<file path="config.mk">
export PLATFORM = sky130hd
export DESIGN_NAME = lcd_cmd_scheduler
export DESIGN_NICKNAME = d
export VERILOG_FILES = /design/src/rtl/lcd_cmd_scheduler.sv
export SDC_FILE = /design/constraint.sdc
export NUM_CORES = 1
export LEC_CHECK = 0
export CAP_MARGIN = 20
export CORE_MARGIN = 8
export CORE_UTILIZATION = 55
export CTS_CLUSTER_SIZE = 20
export DETAILED_ROUTE_END_ITERATION = 16
export GPL_TIMING_DRIVEN = 0
export MAX_ROUTING_LAYER = met4
export PLACE_DENSITY = 0.82
export SLEW_MARGIN = 20
export SYNTH_ARGS = -nofsm -noshare
export SYNTH_HDL_FRONTEND = slang
export SYNTH_SLANG_ARGS = --single-unit
</file>
<file path="constraint.sdc">
create_clock -name i_clk -period 2.55 [get_ports i_clk]
set_input_delay 0.51 -clock i_clk [delete_from_list [all_inputs] [get_ports i_clk]]
set_output_delay 0.51 -clock i_clk [all_outputs]
set_load 0.005 [all_outputs]
</file>
<file path="src/rtl/lcd_cmd_scheduler.sv">
// Queues host image-op commands and issues them one at a time to the LCD controller, closing each frame with write-back (cmd 0).
// Issue strobe lands 1 cycle after busy is seen low, >= 3 cycles apart; host_ready drops only while the FIFO is full.
module lcd_cmd_scheduler #(
   parameter int DEPTH   = 4,
   parameter int AW      = 2,
   parameter int TIMEOUT = 1023
) (
   input  logic       i_clk,
   input  logic       i_reset_n,
   input  logic [3:0] i_host_cmd,
   input  logic       i_host_valid,
   output logic       o_host_ready,
   output logic [3:0] o_lcd_cmd,
   output logic       o_lcd_cmd_valid,
   input  logic       i_lcd_busy,
   input  logic       i_lcd_done,
   output logic       o_seq_active,
   output logic       o_frame_done,
   output logic [7:0] o_op_count,
   output logic       o_err_illegal,
   output logic       o_err_timeout
);
   localparam logic [2:0] S_IDLE      = 3'd0;
   localparam logic [2:0] S_WAIT_RDY  = 3'd1;
   localparam logic [2:0] S_ISSUE     = 3'd2;
   localparam logic [2:0] S_GUARD     = 3'd3;
   localparam logic [2:0] S_WAIT_DONE = 3'd4;
   localparam logic [AW:0] LP_DEPTH   = DEPTH[AW:0];
   localparam logic [9:0]  LP_TIMEOUT = TIMEOUT[9:0];

   logic [3:0]    r_mem [DEPTH];
   logic [AW-1:0] r_wr_ptr;
   logic [AW-1:0] r_rd_ptr;
   logic [AW:0]   r_count;
   logic [2:0]    r_state;
   logic [9:0]    r_wdog;
   logic [3:0]    r_lcd_cmd;
   logic          r_lcd_cmd_valid;
   logic          r_frame_done;
   logic [7:0]    r_op_count;
   logic          r_err_illegal;
   logic          r_err_timeout;

   logic          w_full;
   logic          w_empty;
   logic          w_accept;
   logic          w_illegal;
   logic          w_push;
   logic          w_pop;
   logic          w_waiting;
   logic          w_wd_hit;
   logic          w_timeout;
   logic [9:0]    w_wdog_next;
   logic [3:0]    w_head;

   assign w_full      = (r_count == LP_DEPTH);
   assign w_empty     = (r_count == '0);
   assign w_accept    = i_host_valid && !w_full;
   assign w_illegal   = (i_host_cmd >= 4'd12);
   assign w_push      = w_accept && !w_illegal;
   assign w_pop       = (r_state == S_WAIT_RDY) && !i_lcd_busy && !w_empty;
   assign w_head      = r_mem[r_rd_ptr];
   assign w_waiting   = (r_state == S_WAIT_RDY) || (r_state == S_WAIT_DONE);
   assign w_wdog_next = r_wdog + 10'd1;
   assign w_wd_hit    = (w_wdog_next == LP_TIMEOUT);
   // Progress (issue or done) in the expiry cycle wins over the watchdog.
   assign w_timeout   = ((r_state == S_WAIT_RDY)  && !w_pop      && w_wd_hit) ||
                        ((r_state == S_WAIT_DONE) && !i_lcd_done && w_wd_hit);

   always_ff @(posedge i_clk) begin
      if (w_push) r_mem[r_wr_ptr] <= i_host_cmd;
   end

   always_ff @(posedge i_clk or negedge i_reset_n) begin
      if (!i_reset_n) begin
         r_wr_ptr <= '0;
         r_rd_ptr <= '0;
         r_count  <= '0;
      end else if (w_timeout) begin
         r_wr_ptr <= '0;
         r_rd_ptr <= '0;
         r_count  <= '0;
      end else begin
         if (w_push) r_wr_ptr <= r_wr_ptr + AW'(1);
         if (w_pop)  r_rd_ptr <= r_rd_ptr + AW'(1);
         case ({w_push, w_pop})
            2'b10:   r_count <= r_count + (AW+1)'(1);
            2'b01:   r_count <= r_count - (AW+1)'(1);
            default: r_count <= r_count;
         endcase
      end
   end

   always_ff @(posedge i_clk or negedge i_reset_n) begin
      if (!i_reset_n) begin
         r_state         <= S_IDLE;
         r_wdog          <= '0;
         r_lcd_cmd       <= '0;
         r_lcd_cmd_valid <= 1'b0;
         r_frame_done    <= 1'b0;
         r_op_count      <= '0;
         r_err_illegal   <= 1'b0;
         r_err_timeout   <= 1'b0;
      end else begin
         r_lcd_cmd_valid <= 1'b0;
         r_frame_done    <= 1'b0;
         r_wdog          <= (w_waiting && !w_timeout) ? w_wdog_next : 10'd0;
         if (w_accept && w_illegal) r_err_illegal <= 1'b1;
         if (w_timeout) begin
            r_err_timeout <= 1'b1;
            r_op_count    <= '0;
         end
         case (r_state)
            S_IDLE: begin
               if (!w_empty) r_state <= S_WAIT_RDY;
            end
            S_WAIT_RDY: begin
               if (w_pop) begin
                  r_lcd_cmd       <= w_head;
                  r_lcd_cmd_valid <= 1'b1;
                  r_state         <= S_ISSUE;
               end else if (w_timeout) begin
                  r_state <= S_IDLE;
               end
            end
            S_ISSUE: begin
               if (r_lcd_cmd != 4'd0) begin
                  if (r_op_count != 8'hFF) r_op_count <= r_op_count + 8'd1;
                  r_state <= S_GUARD;
               end else begin
                  r_state <= S_WAIT_DONE;
               end
            end
            // Controller busy lags the strobe by a cycle, so it is not trusted here.
            S_GUARD: begin
               r_state <= w_empty ? S_IDLE : S_WAIT_RDY;
            end
            S_WAIT_DONE: begin
               if (i_lcd_done) begin
                  r_frame_done <= 1'b1;
                  r_op_count   <= '0;
                  r_state      <= S_IDLE;
               end else if (w_timeout) begin
                  r_state <= S_IDLE;
               end
            end
            default: r_state <= S_IDLE;
         endcase
      end
   end

   assign o_host_ready    = !w_full;
   assign o_lcd_cmd       = r_lcd_cmd;
   assign o_lcd_cmd_valid = r_lcd_cmd_valid;
   assign o_seq_active    = (r_state != S_IDLE);
   assign o_frame_done    = r_frame_done;
   assign o_op_count      = r_op_count;
   assign o_err_illegal   = r_err_illegal;
   assign o_err_timeout   = r_err_timeout;
endmodule
</file>
==> impl_metrics.yaml <==
global_routing:
  grt-ovfl-total: 0
  grt_max_degree: 31
  grt_pass1_vias: 1948
  antenna_found_initial: 0
  grt_first_pass_wirelength_um: 9160
  grt_use_total_pct: 16.1
timing:
  hold_violations: 0
  hold_ws_ps: 40.6
  grt_setup_unrepaired: "no"
  min_period_ps: 2370
  max_freq_ghz: 0.421
  finalCritPeriodShare_pct: 93.1
  finalMaxSlewViolations: 0
  slew_headroom_pct: 47.8
  clock_skew_ps: 10.6
  max_slew.worst_pin.slew_ps: 775
  setup_violations: 0
die:
  ios: 27
  die_w_um: 86.0
  die_y_um: 86.0
  rows: 25
  start_util_pct: 57.0
  core_area_um2: 4720
  dieArea_um2: 7390
finish:
  drive_gt1_share_pct: 11.7
  nNetsFinal: 298
  syn_to_final_growth_pct: 18.5
  fin_area_um2: 3190
  antenna-diode-count: 0
synthesis:
  synth_seq_area_share_pct: 51.3
  synth.distinct_cells: 51
  synth_edf_count: 16
  synth_ff_type: "dfrtp_1"
  synth_seq_cells: 52
  synth_cells: 244
  synth_area_per_cell_um2: 11.0
  netlist_area_um2: 2690
  synthArstFlopShare_pct: 69.2
  synth_warnings: 0
  synth_fp_nets: 261
place:
  place.gp.congestion: 0.852
  port_buffers: 26
  detailedPlacementHpwl_um: 3960
  place_area_um2: 3050
status:
  status: "complete, no violations"
worst_setup_path:
  cp-start-kind: "primary input"
  crit_arrival_ps: 2610
  r2r_slack_ps: 180
  crit_required_ps: 2790
  r2r_cells: 7
  critPathSlowestCell: "clkdlybuf4s50_1"
  crit_fanout: 10
  r2r_start: "r_wdog[0]"
  endpoint_kind: "flop"
  slowest_delay_ps: 520
  critPathKind: "in2reg"
  path_cells: "clkdlybuf4s50_1, nand2_1, and3_1, buf_6, nor2_1, fa_1, or3b_1, a21o_1, a21oi_1"
  rr_endpoint: "r_wdog[3]"
detailed_routing:
  vias_per_cell: 5.64
  dr.pass1.iters: 4
  drc: 0
  ant_nets: 0
  wl_per_cell_um: 15.9
  dr.first_iter.drc_count: 85
  drt_wl_total_um: 5540
  via_count: 1968
clocking:
  numCtsBuffers: 5
  clock-sinks: 52
  cts_tree: "yes"
  cts-root-buf: "clkbuf_8"
  clock_path_buffers: 2
  htree_num_levels: 2
  hold_buffers: 0
  clk_latency_ps: 300
  clk_pin_slew_ps: 90
hold_path:
  hold_class: "in2async"
pwr:
  totalPowerFinal_mw: 3.10
  power_leakage_nw: 1.28
  powerDensity_nw_per_um2: 971
  ir_drop_uv: 513
run:
  cap_viol_max_count: 0
## power breakdown
| group | total [mW] | switching (mW) | leakage [nW] | internal, mW |
|---|---|---|---|---|
| logic | 1.25 | 0.617 | 0.626 | 0.630 |
| registers | 1.35 | 0.253 | 0.605 | 1.09 |
| clock network | 0.504 | 0.256 | 0.0515 | 0.248 |
## worst max-delay path by stage
| stage | startpoint | slack, ps | cells after the start | endpoint |
|---|---|---|---|---|
| after floorplan | r_count[0] | 350 | 9 | r_count[2] |
| after global placement | i_lcd_busy | -90 | 9 | r_count[2] |
| after detailed placement | i_lcd_busy | -140 | 9 | r_count[2] |
| after CTS | r_count[1] | 40 | 9 | r_count[2] |
| after global routing | r_count[2] | 3 | 9 | r_count[2] |
| final | i_host_cmd[3] | 180 | 9 | r_count[2] |
## cells in the mapped netlist (all sizes together), types with 3 or more instances
cell type / number / area share, %
and3: 4 / 0.93
buf: 8 / 2.4
or3: 3 / 0.88
and2: 6 / 1.4
mux4: 4 / 3.3
nor4: 5 / 2.3
edfxtp: 16 / 18
o21ai: 8 / 1.6
xnor2: 8 / 2.6
nor3: 13 / 2.4
nand2: 27 / 3.8
ha: 7 / 3.3
nand2b: 4 / 0.93
nand3b: 3 / 0.84
a21o: 3 / 0.84
nand4: 5 / 1.2
inv: 4 / 0.56
dfrtp: 36 / 33
clkbuf: 4 / 0.56
a21oi: 13 / 2.4
nand3: 7 / 1.3
nor2: 17 / 2.4
xor2: 6 / 2.0
or2: 3 / 0.70
## registers in the layout (all words and copies together) (netlist names)
name,flops
r_mem,16
r_wdog,10
o_op_count,8
o_lcd_cmd,4
r_count,3
r_state,3
r_rd_ptr,2
r_wr_ptr,2
o_err_illegal,1
o_err_timeout,1
o_frame_done,1
o_lcd_cmd_valid,1
## logic make-up (layout without fill, tap and decap cells)
family | Yosys count | count (layout) | share of synthesized area [%]
muxes | 6 | 6 | 4.09
buffers and inverters | 17 | 55 | 3.72
AOI/OAI and AO/OA | 40 | 40 | 10.2
adders and majority gates | 8 | 8 | 4.00
and+or+nand+nor | 107 | 107 | 22.1
DFF | 52 | 52 | 51.3
xor gates and xnor gates | 14 | 14 | 4.56
## area by class of cell
type	instances	area, µm²
Tap cell	67	83.8
Timing Repair Buffer	30	298
Clock buffer	8	100
Fill cell	353	1530
Multi-Input combinational cell	175	1220
Sequential cell	52	1380
Inverter	5	20.0
Buffer	12	82.6
## metrics by stage
| step | cells | utilization, % | TNS, ps | worst slack [ps] |
|---|---|---|---|---|
| floorplan | 244 | - | 0 | 350 |
| global placement | 337 | 64.3 | -94.6 | -94.6 |
| detailed placement | 338 | 64.6 | -142 | -142 |
| CTS | 346 | 66.8 | 0 | 43.1 |
| global route | 349 | 67.5 | 0 | 3.30 |
| finish | 349 | 67.5 | 0 | 176 |
## routing by layer
metal / wire length, µm / GRT usage, % / vias to the layer above / share of wire, %
li1: - / - / 959 / -
met1: 2410 / 18.6 / 947 / 43
met2: 2770 / 26.2 / 52 / 50
met3: 258 / 4.01 / 10 / 4.7
met4: 108 / 6.53 / 0 / 1.9
met5: 0 / - / - / 0
## placed cells by master (no fill, tap or decap), drive strengths merged, types with 3 or more instances in the layout
| cell type | Yosys | routed |
|---|---|---|
| a21o | 3 | 3 |
| a21oi | 13 | 13 |
| and2 | 6 | 6 |
| and3 | 4 | 4 |
| buf | 8 | 12 |
| clkbuf | 4 | 13 |
| clkdlybuf4s50 | 0 | 25 |
| dfrtp | 36 | 36 |
| edfxtp | 16 | 16 |
| ha | 7 | 7 |
| inv | 4 | 4 |
| mux4 | 4 | 4 |
| nand2 | 27 | 27 |
| nand2b | 4 | 4 |
| nand3 | 7 | 7 |
| nand3b | 3 | 3 |
| nand4 | 5 | 5 |
| nor2 | 17 | 17 |
| nor3 | 13 | 13 |
| nor4 | 5 | 5 |
| o21ai | 8 | 8 |
| or2 | 3 | 3 |
| or3 | 3 | 3 |
| xnor2 | 8 | 8 |
| xor2 | 6 | 6 |
## critical path: cells and delay by family
family                   cells  cell delay [ps]
AO/OA/AOI/OAI                2              310
AND/OR/NAND/NOR              4              750
buffers and inverters        2              660
adder cells (fa/ha/maj)      1              380
## what timing repair did
item / CTS / global route
buffers inserted: 0 / 3
pin swaps: 0 / 2
endpoints found under the setup margin: 1 / 1
cloned: 0 / 0
gates resized for setup: 1 / 4
Power figures use the tool's default switching activity.
